[config.mk]
export PLATFORM = sky130hd
export DESIGN_NAME = sobel_frame_ctrl
export DESIGN_NICKNAME = d
export VERILOG_FILES = /design/src/rtl/sobel_frame_ctrl.sv
export SDC_FILE = /design/constraint.sdc
export NUM_CORES = 1
export LEC_CHECK = 0
export CAP_MARGIN = 30
export CORE_AREA = 2 2 142 75
export CTS_CLUSTER_SIZE = 40
export DETAILED_ROUTE_END_ITERATION = 12
export DIE_AREA = 0 0 144 77
export PLACE_DENSITY_LB_ADDON = 0.3
export SYNTH_ARGS = -nofsm -noshare
export SYNTH_HDL_FRONTEND = slang
export SYNTH_SLANG_ARGS = --single-unit
[constraint.sdc]
create_clock -name clock -period 4.7 [get_ports clock]
set_input_delay 0.94 -clock clock [delete_from_list [all_inputs] [get_ports clock]]
set_output_delay 0.94 -clock clock [all_outputs]
set_load 0.05 [all_outputs]
[src/rtl/sobel_frame_ctrl.sv]
// Frame-level sequencer for the sobel pipeline: admits one frame of pixels at a time
// from the host FIFO and waits for the whole frame to reach the output FIFO before the next.
module sobel_frame_ctrl #(
    parameter int IMG_WIDTH     = 720,
    parameter int IMG_HEIGHT    = 540,
    parameter int DRAIN_TIMEOUT = 65535
) (
    input  logic        clock,
    input  logic        reset,
    input  logic        start,
    input  logic        abort,
    input  logic [15:0] num_frames,
    output logic        in_rd_en,
    input  logic [7:0]  in_dout,
    input  logic        in_empty,
    output logic        out_wr_en,
    output logic [7:0]  out_din,
    input  logic        out_full,
    input  logic        mon_wr_en,
    output logic        busy,
    output logic        frame_start,
    output logic        frame_done,
    output logic        run_done,
    output logic [15:0] frame_count,
    output logic        error
);
    localparam int FRAME_PIX = IMG_WIDTH * IMG_HEIGHT;
    localparam int CW        = $clog2(FRAME_PIX + 1);
    localparam logic [CW-1:0] FRAME_PIX_C  = CW'(FRAME_PIX);
    localparam logic [CW-1:0] LAST_PIX_C   = CW'(FRAME_PIX - 1);
    localparam logic [16:0]   TIMEOUT_LAST = 17'(DRAIN_TIMEOUT - 1);

    typedef enum logic [1:0] {S_IDLE, S_ADMIT, S_DRAIN, S_DONE} state_t;

    state_t        state, state_nxt;
    logic [CW-1:0] pix_cnt, pix_cnt_nxt;
    logic [CW-1:0] mon_cnt, mon_cnt_nxt;
    logic [16:0]   idle_cnt, idle_cnt_nxt;
    logic [15:0]   frames_lat, frames_lat_nxt;
    logic [15:0]   frame_count_nxt;
    logic          error_nxt;
    logic          xfer, mon_live, mon_ovf, frame_complete, timeout;

    // A byte moves whenever the FWFT host FIFO shows data and the padding FIFO has room;
    // read and write strobes are the same combinational signal, so a byte is never held here.
    always_comb begin
        xfer     = (state == S_ADMIT) && !in_empty && !out_full && !abort;
        mon_live = mon_wr_en && ((state == S_ADMIT) || (state == S_DRAIN));
        mon_ovf  = mon_live && (mon_cnt == FRAME_PIX_C);
        frame_complete = (state == S_DRAIN) && !mon_ovf &&
            (({1'b0, mon_cnt} + {{CW{1'b0}}, mon_wr_en}) == {1'b0, FRAME_PIX_C});
        timeout  = (state == S_DRAIN) && !mon_wr_en && (idle_cnt == TIMEOUT_LAST);
    end

    assign in_rd_en  = xfer;
    assign out_wr_en = xfer;
    assign out_din   = xfer ? in_dout : 8'h00;
    assign busy      = (state == S_ADMIT) || (state == S_DRAIN);

    always_comb begin
        state_nxt       = state;
        pix_cnt_nxt     = pix_cnt;
        mon_cnt_nxt     = mon_cnt;
        idle_cnt_nxt    = idle_cnt;
        frames_lat_nxt  = frames_lat;
        frame_count_nxt = frame_count;
        error_nxt       = error;
        frame_start     = 1'b0;
        frame_done      = 1'b0;
        run_done        = 1'b0;

        if (xfer) pix_cnt_nxt = pix_cnt + CW'(1);
        if (mon_live && !mon_ovf) mon_cnt_nxt = mon_cnt + CW'(1);

        if (abort) begin
            state_nxt    = S_IDLE;
            pix_cnt_nxt  = '0;
            mon_cnt_nxt  = '0;
            idle_cnt_nxt = '0;
        end else begin
            case (state)
                S_IDLE: begin
                    if (start) begin
                        frames_lat_nxt  = num_frames;
                        frame_count_nxt = '0;
                        error_nxt       = 1'b0;
                        pix_cnt_nxt     = '0;
                        mon_cnt_nxt     = '0;
                        idle_cnt_nxt    = '0;
                        state_nxt       = (num_frames == 16'd0) ? S_DONE : S_ADMIT;
                    end
                end
                S_ADMIT: begin
                    frame_start = xfer && (pix_cnt == '0);
                    if (mon_ovf) begin
                        error_nxt = 1'b1;
                        state_nxt = S_DONE;
                    end else if (xfer && (pix_cnt == LAST_PIX_C)) begin
                        state_nxt = S_DRAIN;
                    end
                end
                S_DRAIN: begin
                    if (mon_ovf) begin
                        error_nxt = 1'b1;
                        state_nxt = S_DONE;
                    end else if (frame_complete) begin
                        frame_done      = 1'b1;
                        frame_count_nxt = frame_count + 16'd1;
                        pix_cnt_nxt     = '0;
                        mon_cnt_nxt     = '0;
                        idle_cnt_nxt    = '0;
                        state_nxt = ((frame_count + 16'd1) == frames_lat) ? S_DONE : S_ADMIT;
                    end else if (mon_wr_en) begin
                        idle_cnt_nxt = '0;
                    end else if (timeout) begin
                        error_nxt = 1'b1;
                        state_nxt = S_DONE;
                    end else begin
                        idle_cnt_nxt = idle_cnt + 17'd1;
                    end
                end
                S_DONE: begin
                    run_done  = 1'b1;
                    state_nxt = S_IDLE;
                end
                default: state_nxt = S_IDLE;
            endcase
        end
    end

    always_ff @(posedge clock or posedge reset) begin
        if (reset) begin
            state       <= S_IDLE;
            pix_cnt     <= '0;
            mon_cnt     <= '0;
            idle_cnt    <= '0;
            frames_lat  <= '0;
            frame_count <= '0;
            error       <= 1'b0;
        end else begin
            state       <= state_nxt;
            pix_cnt     <= pix_cnt_nxt;
            mon_cnt     <= mon_cnt_nxt;
            idle_cnt    <= idle_cnt_nxt;
            frames_lat  <= frames_lat_nxt;
            frame_count <= frame_count_nxt;
            error       <= error_nxt;
        end
    end
endmodule

==> summary.md, run 1 <==
| Metric | Value |
|---|---|
| Ant. Diodes | `0` |
| FMAX | `0.220 GHz` |
| Worst vdd ir | `0.000224 V` |
| CP startpoint kind | `input port` |
| First-pass GRT wire length | `22500 um` |
| Post-Syn Area per Cell | `9.12 um2` |
| Synth top area share | `41.0%` |
| Setup TNS | `0 ps` |
| Clock root cell | `clkbuf_16` |
| Initial antenna violation count | `0` |
| Clock Path Buffers | `2` |
| Resized Gates After CTS | `0` |
| Synth cell count leaders | `dfrtp_1, nor2_1, nand2_1` |
| Hold Crit Class | `reg2reg` |
| CTS tree | `done` |
| Vias/cell | `5.99` |
| Row Count | `26` |
| Wire per inst | `17.1 um` |
| Die width | `144 um` |
| Area grow syn2layout | `18.6%` |
| Main synth FF type | `dfrtp_1` |
| Routed Antenna Nets | `0` |
| Maxcap violations | `0` |
| Worst setup EP type | `primary output` |
| Finished layout cell area | `6520 um2` |
| Die height | `77 um` |
| Cts bufs inserted | `9` |
| Final Skew | `6.29 ps` |
| Post-synthesis cell area | `5500 um2` |
| Largest net degree at the start of global routing | `53` |
| Yosys warns | `0` |
| Grt ovf | `0` |
| Actual slew at the worst max-slew pin | `766 ps` |
| Post-synth top area cell | `dfrtp_1` |
| Critical Path RT | `3760 ps` |
| Die area | `11100 um2` |
| Setup Fix Bufs, Post-CTS | `0` |
| Final #Nets | `699` |
| Pwr dens | `367 nW/um2` |
| Detailed placement HPWL | `9960 um` |
| Pleak | `2.52 nW` |
| Post-synthesis async set-or-reset flop share | `100%` |
| Drt drc | `0` |
| DR vias | `4785` |
| First-pass DRT Iterations | `5` |
| Initial Util | `55.8%` |
| Largest cells by area after synthesis | `dfrtp_1, xnor2_1, nor2_1` |
| Slew HR | `48.8%` |
| Most common cell in the netlist | `dfrtp_1` |
| Vias in the first global route | `4463` |
| Post-CTS Hold Buffers | `0` |
| EDFF count, synth | `0` |
| Clock slew at reported path FFs | `60 ps` |
| Aggregate routed wire length | `13600 um` |
| Clock Sinks | `90` |
| DRT iter0 DRCs | `484` |
| Max Slew Vio Count | `0` |
| Htree depth | `3` |
| IO buf count | `61` |
| Worst EP arrival | `3600 ps` |
| Synth cell types | `62` |
| GRT Total Usage | `25.8%` |
| Setup CP Type | `in2out` |
| Outcome | `complete, no violations` |
| CP max FO | `4` |
| Period Utilization, post-route | `96.6%` |
| Hold Violations, Final | `0` |
| Core area | `9860 um2` |
| RSZ-0062 raised after global routing | `false` |
| Fin crit period | `4540 ps` |
| Post-synthesis sequential area ratio | `41.0%` |
| Post-Syn Nets | `647` |
| Layout cells sized above 1 | `10.9%` |
| Mapped Cells | `603` |
| Setup violators final | `0` |
| Skew-Pair Late Insertion Delay | `340 ps` |
| RePlAce Congestion | `0.928` |
| Post-DP Area | `6210 um2` |
| #FFs+latches synth | `90` |
| I/O pins | `62` |
-- worst max-delay path, stage by stage --
cell,delay [ps]
clkdlybuf4s50_1,490
ha_1,240
ha_1,240
nand3_1,140
or3_1,440
or4_1,500
a21oi_2,170
nand3_1,130
nor2_2,150
buf_12,150
-- cell usage in the layout, fill, tap and decap left out, drive strengths merged, types with 14 or more instances in the layout --
master          n
xnor2          40
nand3          34
o21ai          29
xor2           24
dfrtp          90
a22o           16
nand4          21
inv            18
nor3           19
nor2           76
a21oi          15
nand2          43
o31ai          14
mux2           18
clkdlybuf4s50  49
buf            23
-- area by class of cell --
type                            instances  area [um2]
Fill cell                             792        3340
Multi-Input combinational cell        463        3030
Clock buffer                           11         253
Timing Repair Buffer                   72         688
Inverter                               19        72.6
Sequential cell                        90        2250
Clock inverter                          4        51.3
Tap cell                              140         175
-- kinds of logic after synthesis --
family	Yosys count	synth area share [%]
xor gates and xnor gates	64	10.2
adders and majority gates	13	2.96
buffers and inverters	50	4.01
DFF	90	41.0
muxes	19	3.87
AOI/OAI and AO/OA	103	13.2
and+or+nand+nor	264	24.8
-- state kept, by name (all words and copies together) (netlist names) --
signal	count
mon_cnt	19
pix_cnt	19
idle_cnt	17
frame_count	16
frames_lat	16
state	2
error	1
-- power breakdown --
part           internal [mW]  switching, mW
sequential             0.861         0.0935
clock                  0.438          0.296
combinational          0.299          0.406
total                   1.60          0.795
-- metrics by stage --
step           worst slack [ps]  util, %  std cells  power [mW]  hold WS (ps)
4_1_cts                     117     66.1        799        2.40           511
5_1_grt                    1.09     66.1        799        2.51           545
2_1_floorplan               223        -        603        1.45           467
3_5_place_dp                115     63.0        784        1.66           503
6_report                    159     66.1        799        2.39           510
3_3_place_gp                236     63.0        784        1.63           493
-- layer usage --
layer,global-route usage [%],up-vias,part of all wire (%)
li1,-,2265,-
met1,39.5,2306,49
met2,36.8,199,43
met3,6.18,15,7.3
met4,5.88,0,0.85
met5,0,-,0
-- path summary, 6_finish.rpt --
kind                                               to  slack, ps                     start  depth (start not counted)
min in group asynchronous        pix_cnt[6]$_DFF_PP0_       1000                     reset                          2
setup / recovery                           frame_done        160                 mon_wr_en                         10
setup reg to reg           frame_count[6]$_DFFE_PP0P_       1280      mon_cnt[0]$_DFF_PP0_                         11
hold / removal               idle_cnt[11]$_DFFE_PP0P_        510  idle_cnt[11]$_DFFE_PP0P_                          1
hold reg to reg              idle_cnt[11]$_DFFE_PP0P_        510  idle_cnt[11]$_DFFE_PP0P_                          1
max in group asynchronous     idle_cnt[4]$_DFFE_PP0P_       2600                     reset                          3
Note: power is estimated with default switching activity, not from simulation.
==> inputs of run 2 (changes only) <==
--- a/config.mk
+++ b/config.mk
@@ -5,6 +5,7 @@
 export SDC_FILE = /design/constraint.sdc
 export NUM_CORES = 1
 export LEC_CHECK = 0
+export ABC_AREA = 0
 export CAP_MARGIN = 30
 export CORE_AREA = 2 2 142 75
 export CTS_CLUSTER_SIZE = 40
==> results of run 2 <==
No change in the layout: final DEF, timing and power equal those of run 1.
==> patch 1 (flow settings as in run 2) <==
The 4 states of `state_t` get a one-hot encoding in 4 bits.
--- a/src/rtl/sobel_frame_ctrl.sv
+++ b/src/rtl/sobel_frame_ctrl.sv
@@ -32,3 +32,3 @@
 
-    typedef enum logic [1:0] {S_IDLE, S_ADMIT, S_DRAIN, S_DONE} state_t;
+    typedef enum logic [3:0] {S_IDLE = 4'b0001, S_ADMIT = 4'b0010, S_DRAIN = 4'b0100, S_DONE = 4'b1000} state_t;
 
Behaviour: no difference found for any inputs over 4 cycles, from zero or initial values and one cycle with reset high; so few cycles prove little.
==> patch 1 against run 2 <==
- wire length grew 8.1%
- highest routed layer unchanged
- design area grew 4.9%
- setup slack lost 0.055 ns
- critical path type unchanged
- cell count grew 1.1%
- synthesized cell count grew 1.2%
- area after synthesis grew 2.5%
- sequential cell count grew 2
- count of clock-buffer cells in the layout shrank 2
- critical path depth grew 1
Power is not compared: it rests on default switching activity, and its combinational part moved more than twofold at a synthesized area within 25%.
==> patch 1: results (changes against run 2) <==
- The met2 usage in global routing is 41.1% (+4.4 points).
- The weighted congestion reported at the end of routability-driven placement came to 0.927 (-0.16%).
- The kind of path behind the tightest hold check is reg -> reg.
- The count of fill cells added during filler insertion is 732 (-7.6%).
- The synthesized netlist cell count was 610 (+1.2%).
- The first-pass iteration count of the detailed router is 5 (unchanged).
- The via-per-instance ratio is 6.17 (+3.1%).
- The first-pass GRT wire length was 24300 µm (+7.9%).
- The net count after synthesis is 650 (+0.46%).
- The worst hold path begins at error.
- The fraction of final layout cells with drive strength greater than 1 is 12.6% (+1.6 points).
- Ranked by total cell area, the synthesized netlist is headed by sky130_fd_sc_hd__dfrtp_1 (40%), sky130_fd_sc_hd__xor2_1 (5.4%), sky130_fd_sc_hd__nor2_1 (4.1%).
- The capturing point of the worst reg2reg path is idle_cnt[13].
- The worst setup skew after layout is 0.00966 ns (+0.00337 ns).
- The worst-case setup margin in the final layout is 0.104 ns (-0.0549 ns).
- The run finished with clean final reports.
- The number of design-rule violations left by the first detailed-router iteration is 538 (+11%).
- The worst-case hold path end point is error.
- The vias after detailed routing was 4987 (+4.2%).
- The met3 track demand over resource was 8.00% (+1.8 points).
- The largest incremental delay on the critical path is 0.48 ns (-0.02 ns).
- After synthesis, the most frequently instantiated cells are sky130_fd_sc_hd__dfrtp_1 (91), sky130_fd_sc_hd__nor2_1 (61), sky130_fd_sc_hd__nand2_1 (42).
- The relative slew slack is 52.0% (+3.2 points).
- The worst setup timing slack at the placement stage is 0.111 ns (-0.00354 ns).
- The met1 track demand over resource is 41.3% (+1.8 points).
- The wire length the detailed router placed on met1 is 6840 µm (+2.2%).
- The proportion of synthesized chip area in sequential cells came to 40.9% (-0.099 points).
- The overall fraction of global-route tracks in use is 27.9% (+2.1 points).
==> patch 1: cell count changes after synthesis, sizes merged, moves of 6 or more <==
cell	change
a22o	-15
nor2	-15
xnor2	-14
o211ai	+13
o21ai	-13
xor2	+11
a21oi	+10
nor4	+9
o31ai	+9
nand2b	+7
or4	+7
nor3	-6
==> patch 1: kinds of logic (layout without fill, tap and decap cells) <==
family | after synthesis | after routing | synth area share [%]
flip-flops | 92 | 92 | 40.9
AND/OR/NAND/NOR | 271 | 271 | 26.9
adder cells (fa/ha/maj) | 10 | 10 | 2.18
XOR/XNOR | 61 | 61 | 9.48
multiplexers | 24 | 24 | 4.68
AO/OA/AOI/OAI | 99 | 99 | 12.0
buffers and inverters | 53 | 111 | 3.89
==> patch 1: stage by stage <==
step | util (%) | instance area [µm²] | hold slack (ns)
floorplan | - | 5640 | 0.485
finish | 69.4 | 6840 | 0.527
CTS | 69.4 | 6840 | 0.528
global placement | 66.1 | 6520 | 0.502
detailed placement | 66.4 | 6550 | 0.513
global route | 69.4 | 6840 | 0.530
==> patch 1: power by group through the flow <==
stage | combinational [mW] | clock, mW | sequential, mW
finish | 0.227 | 0.726 | 0.870
global route | 0.248 | 0.772 | 0.875
CTS | 0.228 | 0.734 | 0.869
detailed placement | 0.227 | 0 | 0.885
global placement | 0.213 | 0 | 0.881
floorplan | 0.141 | 0 | 0.876
==> patch 1: final cells by class <==
class                           count  area (µm²)  share of cell area (%)
Clock inverter                      7        67.6                   0.988
Timing Repair Buffer               74         873                    12.8
Clock buffer                        9         225                    3.29
Tap cell                          140         175                    2.56
Multi-Input combinational cell    465        3110                    45.5
Sequential cell                    92        2300                    33.7
Inverter                           21        80.1                    1.17
==> patch 2 (settings of run 2) <==
Made on the original files. `IMG_HEIGHT`: 540 -> 1080.
--- a/src/rtl/sobel_frame_ctrl.sv
+++ b/src/rtl/sobel_frame_ctrl.sv
@@ -4,3 +4,3 @@
     parameter int IMG_WIDTH     = 720,
-    parameter int IMG_HEIGHT    = 540,
+    parameter int IMG_HEIGHT    = 1080,
     parameter int DRAIN_TIMEOUT = 65535
Behaviour: same outputs for any inputs over 4 cycles, from zero or initial values and one cycle with reset high; that may be too few to reach the edited logic, so the function may still have changed.
==> patch 2 against run 2 <==
- area after synthesis rose by 8.3%
- power increased by 5.4%
- sequential cell count grew 2
- wire length up 14%
- setup slack worse by 0.084 ns
- design area is 9.9% higher
- worst hold slack improved by 0.021 ns
- combinational power grew 6.1%
==> patch 2: results (changes against run 2) <==
- The flow ran to the end, and the final reports show no timing, DRC or antenna violations.
- The transition time of the tightest slew-check pin is 0.876 ns (+0.110 ns).
- The switching share of power was 33.8% (+0.58 points).
- The share of total power in the clock network is 31.4% (+0.7 points).
- The count of unique library cells instantiated by Yosys is 73 (+18%).
- The adder-cell share of the synthesized area is 2.73% (-0.23 points).
- The count of fill cells added during filler insertion is 716 (-9.6%).
- The average instance area after synthesis is 9.16 µm² (+0.50%).
- The count of nets after finishing is 748 (+7.0%).
- After synthesis, the cell types taking the most area are sky130_fd_sc_hd__dfrtp_1 (39%), sky130_fd_sc_hd__nor2_1 (4.9%), sky130_fd_sc_hd__xnor2_1 (4.6%).
- The synthesized-area fraction occupied by xor and xnor cells was 9.12% (-1.1 points).
- The first-pass GRT wire length is 26000 µm (+16%).
- The worst setup timing slack at the placement stage is 0.0138 ns (-0.101 ns).
- The net count after synthesis is 694 (+7.3%).
- In the final layout, the registers with the most flip-flops are mon_cnt x20, pix_cnt x20, idle_cnt x17.
- The number of cells in the design after placement is 833 (+6.3%).
- The worst voltage drop across the vdd grid is 0.256 mV (+14%).
- The placed wire-length estimate after detailed placement came to 11400 µm (+14%).
- The share of the synthesized area in compound gates (AO/OA/AOI/OAI) is 11.7% (-1.5 points).
- The overall fraction of global-route tracks in use came to 29.8% (+3.9 points).
- The fraction of final layout cells with drive strength greater than 1 is 12.3% (+1.3 points).
- The maximum number of pins on one net before global-route repair came to 93 (+75%).
- The leakage power summed over all cells was 2.93 nW (+16%).
- The number of design-rule violations left by the first detailed-router iteration is 521 (+7.6%).
- The via count of the first global-routing pass is 5204 (+17%).
-- patch 2: changes by cell type after synthesis, moves of 10 or more --
cell,change
sky130_fd_sc_hd__nand2_1,+12
sky130_fd_sc_hd__a221o_1,+13
sky130_fd_sc_hd__nor4_1,+10
sky130_fd_sc_hd__a22o_1,-10
sky130_fd_sc_hd__o21ai_0,-15
-- patch 2: what timing repair did --
item / CTS / global route
pin swaps: 0 / 0
cloned: 0 / 0
setup endpoints to repair: 1 / 1
resized for setup: 1 / 4
-- patch 2: power groups by stage --
stage / registers [mW] / logic (mW) / clock network (mW)
2_1_floorplan: 0.991 / 0.512 / 0
3_3_place_gp: 0.987 / 0.705 / 0
3_5_place_dp: 0.994 / 0.730 / 0
4_1_cts: 0.979 / 0.740 / 0.803
5_1_grt: 0.993 / 0.806 / 0.842
6_report: 0.982 / 0.747 / 0.793
-- patch 2: path summary, 6_finish.rpt --
kind	from	end	slack (ns)	cells past startpoint
min in group asynchronous	reset	frame_count[9]	1.02	3
hold / removal	frames_lat[11]	frames_lat[11]	0.53	1
setup reg to reg	mon_cnt[0]	state[1]	1.30	10
hold reg to reg	frames_lat[11]	frames_lat[11]	0.53	1
max in group asynchronous	reset	idle_cnt[4]	3.29	3
setup / recovery	mon_wr_en	frame_done	0.07	10
-- patch 2: area by class of cell --
class / count / area, µm² / area share (%)
repair buffers: 75 / 848 / 11.8
clock buffers: 9 / 225 / 3.14
inverters: 19 / 72.6 / 1.01
flip-flops and latches: 92 / 2300 / 32.1
clock inverters: 7 / 97.6 / 1.36
well taps: 140 / 175 / 2.45
multi-input cells: 507 / 3440 / 48.0
-- patch 2: routing by layer --
layer,up-vias,part of all wire (%),GRT usage (%)
met1,2565,45,44.1
met2,255,43,42.6
met5,-,0,0
met4,0,1.2,7.45
li1,2470,-,-
met3,20,10,8.81
